File: config.mk
export PLATFORM = sky130hd
export DESIGN_NAME = pattern_player_flat
export DESIGN_NICKNAME = d
export VERILOG_FILES = /design/src/rtl/pattern_player_if.sv /design/src/rtl/pattern_player.sv /design/src/flat_wrapper.sv
export SDC_FILE = /design/constraint.sdc
export NUM_CORES = 1
export LEC_CHECK = 0
export BUFFER_PORTS_ARGS = -buffer_cell sky130_fd_sc_hd__buf_4
export CELL_PAD_IN_SITES_DETAIL_PLACEMENT = 2
export CELL_PAD_IN_SITES_GLOBAL_PLACEMENT = 2
export CORE_MARGIN = 2
export CORE_UTILIZATION = 30
export DETAILED_ROUTE_END_ITERATION = 7
export PLACE_DENSITY = 0.66
export RECOVER_POWER = 50
export SYNTH_ARGS = -nofsm -noshare
export SYNTH_HDL_FRONTEND = slang
export SYNTH_SLANG_ARGS = --single-unit
File: constraint.sdc
create_clock -name clk -period 12.09 [get_ports clk]
set_clock_uncertainty 0.1 [all_clocks]
set_input_delay 0.6045 -clock clk [delete_from_list [all_inputs] [get_ports clk]]
set_output_delay 0.6045 -clock clk [all_outputs]
set_load 0.05 [all_outputs]
File: src/rtl/pattern_player_if.sv
// Handshake and data bundle between the mode FSM / pattern store and the pattern player.
// The master side issues start/abort and supplies the pattern; the slave side drives the LEDs and status.
interface pattern_player_if #(
  parameter int MAX_LEN = 25
);
  logic                   start;
  logic                   abort;
  logic                   newest_first;
  logic [3*MAX_LEN-1:0]   pattern;
  logic [15:0]            length;
  logic [7:0]             led;
  logic                   busy;
  logic                   done;
  logic [4:0]             step_idx;

  modport master (
    output start, abort, newest_first, pattern, length,
    input  led, busy, done, step_idx
  );

  modport slave (
    input  start, abort, newest_first, pattern, length,
    output led, busy, done, step_idx
  );
endinterface

File: src/rtl/pattern_player.sv
// Replays a latched pattern on eight one-hot LEDs: ON_CYCLES lit, OFF_CYCLES dark per entry.
// Latency 1 from start to first LED; done pulses in the first idle cycle; start ignored while busy.
module pattern_player #(
  parameter int MAX_LEN    = 25,
  parameter int ON_CYCLES  = 50000000,
  parameter int OFF_CYCLES = 12500000
) (
  input  logic              clk,
  input  logic              rst,
  pattern_player_if.slave   bus
);

  localparam int MAXC = (ON_CYCLES > OFF_CYCLES) ? ON_CYCLES : OFF_CYCLES;
  localparam int CW   = (MAXC > 1) ? $clog2(MAXC) : 1;

  typedef enum logic [1:0] {S_IDLE, S_ON, S_GAP} state_t;

  state_t                 r_state;
  logic [CW-1:0]          r_cnt;
  logic [4:0]             r_step;
  logic [15:0]            r_len;
  logic                   r_nf;
  logic [3*MAX_LEN-1:0]   r_pattern;
  logic [7:0]             r_led;
  logic                   r_busy;
  logic                   r_done;

  logic [15:0]            w_eff_len;
  logic [7:0]             w_first_led;
  logic [7:0]             w_next_led;
  logic                   w_last;

  // Map a playback position to its entry and return the matching one-hot LED word.
  function automatic logic [7:0] onehot_at(
    input logic [3*MAX_LEN-1:0] pat,
    input logic                 nf,
    input logic [15:0]          len,
    input logic [4:0]           pos
  );
    logic [15:0] idx;
    logic [2:0]  val;
    idx = nf ? {11'd0, pos} : (len - 16'd1 - {11'd0, pos});
    val = 3'd0;
    for (int k = 0; k < MAX_LEN; k++) begin
      if (idx == 16'(k)) val = pat[3*k +: 3];
    end
    return 8'd1 << val;
  endfunction

  assign w_eff_len   = (bus.length > 16'(MAX_LEN)) ? 16'(MAX_LEN) : bus.length;
  assign w_first_led = onehot_at(bus.pattern, bus.newest_first, w_eff_len, 5'd0);
  assign w_next_led  = onehot_at(r_pattern, r_nf, r_len, r_step + 5'd1);
  assign w_last      = ({11'd0, r_step} >= (r_len - 16'd1));

  always_ff @(posedge clk or posedge rst) begin
    if (rst) begin
      r_state   <= S_IDLE;
      r_cnt     <= '0;
      r_step    <= '0;
      r_len     <= '0;
      r_nf      <= 1'b0;
      r_pattern <= '0;
      r_led     <= '0;
      r_busy    <= 1'b0;
      r_done    <= 1'b0;
    end else begin
      r_done <= 1'b0;
      if (bus.abort) begin
        r_state <= S_IDLE;
        r_cnt   <= '0;
        r_step  <= '0;
        r_led   <= '0;
        r_busy  <= 1'b0;
      end else begin
        case (r_state)
          S_IDLE: begin
            if (bus.start) begin
              r_pattern <= bus.pattern;
              r_nf      <= bus.newest_first;
              r_len     <= w_eff_len;
              r_step    <= '0;
              if (w_eff_len == 16'd0) begin
                r_done <= 1'b1;
              end else begin
                r_state <= S_ON;
                r_cnt   <= CW'(ON_CYCLES - 1);
                r_led   <= w_first_led;
                r_busy  <= 1'b1;
              end
            end
          end
          S_ON: begin
            if (r_cnt == '0) begin
              r_state <= S_GAP;
              r_cnt   <= CW'(OFF_CYCLES - 1);
              r_led   <= '0;
            end else begin
              r_cnt <= r_cnt - 1'b1;
            end
          end
          S_GAP: begin
            if (r_cnt != '0) begin
              r_cnt <= r_cnt - 1'b1;
            end else if (!w_last) begin
              r_state <= S_ON;
              r_cnt   <= CW'(ON_CYCLES - 1);
              r_step  <= r_step + 5'd1;
              r_led   <= w_next_led;
            end else begin
              r_state <= S_IDLE;
              r_cnt   <= '0;
              r_step  <= '0;
              r_busy  <= 1'b0;
              r_done  <= 1'b1;
            end
          end
          default: begin
            r_state <= S_IDLE;
            r_led   <= '0;
            r_busy  <= 1'b0;
          end
        endcase
      end
    end
  end

  assign bus.led      = r_led;
  assign bus.busy     = r_busy;
  assign bus.done     = r_done;
  assign bus.step_idx = r_step;

endmodule
File: src/flat_wrapper.sv
// flat-port wrapper written by rule: the top's interface ports become plain ports
module pattern_player_flat 
#(
  parameter int MAX_LEN    = 25,
  parameter int ON_CYCLES  = 50000000,
  parameter int OFF_CYCLES = 12500000
)
  (clk, rst, bus_start, bus_abort, bus_newest_first, bus_pattern, bus_length, bus_led, bus_busy, bus_done, bus_step_idx);
  pattern_player_if #(.MAX_LEN(MAX_LEN)) bus_i ();
  input  logic clk;
  input  logic rst;
  input wire logic [$bits(bus_i.start)-1:0] bus_start;
  input wire logic [$bits(bus_i.abort)-1:0] bus_abort;
  input wire logic [$bits(bus_i.newest_first)-1:0] bus_newest_first;
  input wire logic [$bits(bus_i.pattern)-1:0] bus_pattern;
  input wire logic [$bits(bus_i.length)-1:0] bus_length;
  output wire logic [$bits(bus_i.led)-1:0] bus_led;
  output wire logic [$bits(bus_i.busy)-1:0] bus_busy;
  output wire logic [$bits(bus_i.done)-1:0] bus_done;
  output wire logic [$bits(bus_i.step_idx)-1:0] bus_step_idx;
  assign bus_i.start = bus_start;
  assign bus_i.abort = bus_abort;
  assign bus_i.newest_first = bus_newest_first;
  assign bus_i.pattern = bus_pattern;
  assign bus_i.length = bus_length;
  assign bus_led = bus_i.led;
  assign bus_busy = bus_i.busy;
  assign bus_done = bus_i.done;
  assign bus_step_idx = bus_i.step_idx;
  pattern_player #(.MAX_LEN(MAX_LEN), .ON_CYCLES(ON_CYCLES), .OFF_CYCLES(OFF_CYCLES)) u_core (.clk(clk), .rst(rst), .bus(bus_i));
endmodule
* After elaboration in Yosys (flattened, before gate mapping)
Index checks and enable logic that the tools add are counted.
** Storage, ports and cells
- Flip-flop bits (word level) :: 135
- Input bits :: 96
- Output and inout bits :: 15
- Logic and storage cells :: 181
** Operators by class
- Add/sub/neg operators :: 5
- Magnitude comparators :: 2
- Eq/ne operators :: 57
- Shift-type cells :: 2
- Mux-type cells :: 91
- Bitwise gates (word level) :: 1
- Reductions and logical operators :: 14
** Operator list (count)
- $eq A16 B5 Y1 const B :: 18
- $eq A16 B4 Y1 const B :: 16
- $mux W26 :: 6
- $mux W3 :: 50
- $eq A16 B3 Y1 const B :: 8
- $pmux W26 S3 :: 1
- $eq A16 B2 Y1 const B :: 4
- $logic_not A16 Y1 :: 3
- $mux W16 :: 3
- $mux W8 :: 6
- $eq A16 B1 Y1 const B :: 2
- $sub A16 B1 Y16 const B :: 2
- $logic_not A26 Y1 :: 1
- $reduce_bool A26 Y1 :: 1
- $sub A26 B1 Y26 const B :: 1
- $pmux W8 S3 :: 1
- $mux W5 :: 4
- $ge A5 B16 Y1 :: 1
- $gt A16 B5 Y1 const B :: 1
- $shl A1 B3 Y8 const A :: 2
- $sub A16 B5 Y16 :: 1
- $ne A3 B3 Y1 const B :: 4
- $mux W1 :: 11
- $mux W2 :: 5
- 16 further kinds :: 20

* Logic depth before layout (Yosys ltp)
- Depth after elaboration :: 35
- Depth in mapped cells :: 20
- Depth with buffers taken out :: 15

* Least setup slack after synthesis
OpenSTA, ideal clock, no wires.
- Kind :: in2reg
- Start point :: input bus_length[2]
- End point :: register u_core.r_led[4], in the netlist u_core.bus.led[4]
- Library setup time :: 0.095 ns
- Arrival :: 4.666 ns
- Required time :: 11.895 ns
- Path slack :: 7.229 ns
- Stages on the path :: 20
- Buffers on the path :: 5
- Cell sequence :: buf_2 > o211a_1 > nor2_1 > nand2_1 > inv_1 > buf_2 > ha_1 > buf_2 > o21ba_2 > or4_4 > and3_1 > buf_2 > and3_1 > buf_6 > a21oi_1 > o211ai_1 > a211oi_1 > a2111oi_1 > or4_4 > o31ai_1
** On the way
- Word-level cells in the longest chain between the ends :: 35
- Elaborated cells on any way between the ends :: 62
- Classes of those cells :: add/sub: 1; order compare: 1; eq/ne: 25; shift: 1; mux: 31; reduce/logical: 3
** Ends and longest elaborated chain
- from (decl) :: line flat_wrapper.sv:16 : input wire logic [$bits(bus_i.length)-1:0] bus_length;
- $gt A16 B5 Y1 :: line pattern_player.sv:50 : assign w_eff_len = (bus.length > 16'(MAX_LEN)) ? 16'(MAX_LEN) : bus.length;
- $mux W16 (*) :: line pattern_player.sv:50
- $sub A16 B1 Y16 :: line pattern_player.sv:42 : idx = nf ? {11'd0, pos} : (len - 16'd1 - {11'd0, pos});
- $mux W16 :: line pattern_player.sv:42
- $logic_not A16 Y1 :: line pattern_player.sv:45 : if (idx == 16'(k)) val = pat[3*k +: 3];
- $mux W3 (25 in a row) :: line pattern_player.sv:45
- $shl A1 B3 Y8 :: line pattern_player.sv:47 : return 8'd1 << val;
- $mux W8 :: line pattern_player.sv:82 : if (w_eff_len == 16'd0) begin
- $mux W8 :: line pattern_player.sv:77 : if (bus.start) begin
- $pmux W8 S3 :: line pattern_player.sv:75 : case (r_state)
- $mux W8 :: line pattern_player.sv:68 : if (bus.abort) begin
- to (signal assigned) :: line pattern_player.sv:87 : r_led <= w_first_led;
- to (signal assigned) :: line pattern_player.sv:108 : r_led <= w_next_led;
- to (decl) :: line pattern_player.sv:24 : logic [7:0] r_led;
Every way passes the cells marked *; elsewhere a longest branch is shown, timed or not. The select of a mux whose other input is x is not followed.
A chain may end at the register's enable or synchronous reset.

* Worst setup path in the final report
- Start point :: input bus_length[10]
- End point :: register u_core.r_led[7], in the netlist u_core.bus.led[7]
The elaborated chain is that of the path after synthesis.

==> run_results.csv <==
group,metric,value,unit
yosys,syn_area,0.00934,mm^2
yosys,yosysWarnings,0,
yosys,syn-num-nets,1150,
worst_setup_path,crit_path_start_kind,"input pin",
routing,wl,38100,um
global_routing,grt_pass1_vias,9645,
status,failed_checks,"max-capacitance violations, max-slew violations",
die,start_util,0.305,
worst_setup_path,worst-endpoint-required,12.35,ns
worst_setup_path,crit_type,"in2reg",
worst_setup_path,cp-end-kind,"flop",
power,power_switching_share,0.465,
worst_setup_path,timing.rr.start,"u_core.bus.step_idx[0]$_DFFE_PP0P_",
timing,worst_slack,6.09,ns
worst_setup_path,critical_path.max_stage_delay,0.78,ns
power,p_seq_frac,0.273,
status,status,"complete, but fails checks",
min_path,min_path_type,"in2reg",
routing,vias_per_cell,5.91,
global_routing,grt_overflow,0,
timing,hold_ws,0.303,ns
clocking,cts_buffers,17,
worst_setup_path,critPathSlowestCell,"a21oi_1",
worst_setup_path,r2r_end,"u_core.bus.led[2]$_DFFE_PP0P_",
clocking,root_buffer,"clkbuf_16",
clocking,clock_path_buffers,2,
place,place_hpwl,28300,um
routing,drt-initial-drc-count,526,
timing,fmax,167,MHz
place,dp_slack,5.77,ns
place,place.gp.congestion,0.867,
final_layout,nets,1229,
min_path,hold_depth,2,
yosys,synth-seq-cells,135,
clocking,cts_sinks,135,
routing,dr.pass1.iters,5,
routing,via_count,8990,
power,p_per_area,257,mW/mm^2
die,die-area,0.0326,mm^2
worst_setup_path,arrival,6.26,ns
die,rows,64,
routing,wl_per_cell,25.1,um
routing,drc,0,
clocking,cts_setup_buffers,0,
worst_setup_path,rr_worst_depth,14,
global_routing,grt_pass1_wl,60100,um
routing,drtAntennaViolNets,0,
final_layout,antenna_cells,0,
yosys,ys_seq_area_frac,0.362,
min_path,worst_hold_startpoint,"bus_pattern[72]",
power,clkPwrFrac,0.175,
timing,finalSetupTns,0,ns
yosys,synth-edff-count,0,
final_layout,nFillCells,3440,
die,core_area,0.0306,mm^2
worst_setup_path,crit_path_cell_trace,"buf_4 > nor4_1 > and3_1 > buf_4 > nand2_1 > inv_1 > ha_1 > inv_1 > a21oi_1 > o21ai_0 > a311oi_1 > o22ai_1 > a211oi_1 > a2111oi_1 > or4_4 > o31ai_1",
clocking,path_clk_slew,0.06,ns
clocking,clkLatencyLatePin,0.46,ns
power,power_frac_comb,0.552,
final_layout,register_area,0.00338,mm^2
global_routing,grt_max_degree,73,
yosys,synth_cell_type_count,83,
clocking,cts_hold_buf,0,
job,drv_cap,2,
worst_setup_path,rrSetupSlack,6.92,ns
timing,hold_viol_final,0,
global_routing,track_usage,0.240,
power,p_sw,1.31,mW
min_path,hold_end,"u_core.r_pattern[72]$_DFFE_PP0P_",
timing,slew_viol_final,138,
worst_setup_path,crit_family,"compound AO/OA/AOI/OAI gates",
worst_setup_path,cp.buffers_inverters,4,
timing,grt_setup_unrepaired,"no",
timing,max_slew_margin,-1.46,
power,intPower,1.51,mW
clocking,ctsResizeCount,0,
global_routing,grt_antenna_before_repair,0,
final_layout,area_growth,17.8,%
final_layout,layout-drive-gt1-share,0.229,
die,die_x,180,um
die,die_h,180,um
final_layout,fin_util,0.359,
yosys,syn_area_per_cell,9.03,um^2
clocking,htree_levels,4,
power,p_leak,4.49,nW
die,num_io_pins,111,
yosys,syn_inst,1034,
timing,min_period,6.00,ns
final_layout,multi_input_comb_area,0.00559,mm^2
timing,period_share,0.497,
yosys,yosys_most_used_dff,"dfrtp_1",
clocking,cts_tree,"built",
timing,max_slew.worst_pin.slew,3.68,ns
yosys,async_flop_share,1.00,
worst_setup_path,worstPathMaxFanout,20,
power,ir_drop,0.124,mV
timing,setup_viol,0,
place,portBuffers,110,
-- layout by cell type, fill, tap and decap left out, types with 29 or more instances in the layout --
master | netlist | routed
nand2_1 | 94 | 93
nand3_1 | 29 | 29
buf_4 | 0 | 109
o21ai_0 | 73 | 73
inv_1 | 30 | 29
mux2_2 | 84 | 84
a21oi_1 | 50 | 50
nor3_1 | 34 | 34
nor2_1 | 65 | 65
dfrtp_1 | 135 | 135
-- routing by layer --
layer	up-vias	track usage	wire length [um]
li1	4081	-	-
met1	4633	0.315	17000
met2	215	0.396	18500
met3	61	0.0380	1390
met4	0	0.0939	1280
met5	-	0	0
-- cell type report --
| class | instances | share of cell area |
|---|---|---|
| Multi-Input combinational cell | 806 | 0.508 |
| Sequential cell | 135 | 0.307 |
| Timing Repair Buffer | 123 | 0.0795 |
| Tap cell | 396 | 0.0451 |
| Clock buffer | 21 | 0.0428 |
| Inverter | 30 | 0.0104 |
| Clock inverter | 10 | 0.00660 |
-- logic make-up (layout without fill, tap and decap cells) --
family,count (synthesis),in the layout,synth area share
DFF,135,135,0.362
AOI/OAI and AO/OA,322,322,0.237
adders and majority gates,20,20,0.0276
buffers and inverters,93,184,0.0413
muxes,100,100,0.124
xor gates and xnor gates,22,22,0.0206
and+or+nand+nor,342,342,0.187
-- state kept, by name (all words and copies together), names as in the netlist --
register	flops
u_core.r_pattern	75
u_core.r_cnt	26
u_core.r_len	16
u_core.bus.led	8
u_core.bus.step_idx	5
u_core.r_state	2
u_core.bus.busy	1
u_core.bus.done	1
u_core.r_nf	1
-- power groups by stage --
| stage | Combinational [mW] | Clock, mW | Sequential (mW) |
|---|---|---|---|
| floorplan | 1.07 | 0 | 0.744 |
| global placement | 1.54 | 0 | 0.767 |
| detailed placement | 1.56 | 0 | 0.777 |
| CTS | 1.57 | 0.510 | 0.770 |
| global route | 1.73 | 0.527 | 0.798 |
| finish | 1.56 | 0.496 | 0.771 |
-- Yosys cell counts, types with 10 or more instances --
| cell type | n | area (um^2) |
|---|---|---|
| dfrtp_1 | 135 | 3380 |
| nand2_1 | 94 | 353 |
| mux2_2 | 84 | 946 |
| o21ai_0 | 73 | 365 |
| nor2_1 | 65 | 244 |
| a21oi_1 | 50 | 250 |
| clkbuf_1 | 36 | 135 |
| nor3_1 | 34 | 170 |
| inv_1 | 30 | 113 |
| nand3_1 | 29 | 145 |
| o31ai_1 | 25 | 188 |
| a211oi_1 | 24 | 180 |
| ha_1 | 19 | 238 |
| buf_2 | 17 | 85.1 |
| nor4_1 | 17 | 106 |
| a21o_1 | 14 | 105 |
| nand2b_1 | 14 | 87.6 |
| nand4_1 | 14 | 87.6 |
| o211ai_1 | 13 | 97.6 |
| or3_1 | 13 | 81.3 |
| xnor2_1 | 13 | 114 |
| a31oi_1 | 12 | 75.1 |
| o22ai_1 | 12 | 75.1 |
| and2_1 | 11 | 68.8 |
| mux2i_1 | 11 | 110 |
| nor2b_1 | 10 | 62.6 |
-- worst max path at each step --
stage | start | slack (ns) | to | cells past startpoint
floorplan | bus_length[2] | 7.23 | u_core.bus.led[4]$_DFFE_PP0P_ | 20
global placement | bus_length[15] | 5.90 | u_core.bus.led[5]$_DFFE_PP0P_ | 16
detailed placement | bus_length[15] | 5.77 | u_core.bus.led[7]$_DFFE_PP0P_ | 16
CTS | bus_length[10] | 6.20 | u_core.bus.led[7]$_DFFE_PP0P_ | 16
global route | rst | 5.28 | u_core.r_pattern[63]$_DFFE_PP0P_ | 3
finish | bus_length[10] | 6.09 | u_core.bus.led[7]$_DFFE_PP0P_ | 16
-- metrics by stage --
step | total power [mW] | std cells | cell area (um^2)
finish | 2.83 | 1521 | 11000
global route | 3.05 | 1521 | 11000
CTS | 2.85 | 1521 | 11000
detailed placement | 2.34 | 1490 | 10500
global placement | 2.30 | 1490 | 10500
floorplan | 1.81 | 1034 | 9340
No activity file was read; power rests on OpenSTA's default activity.
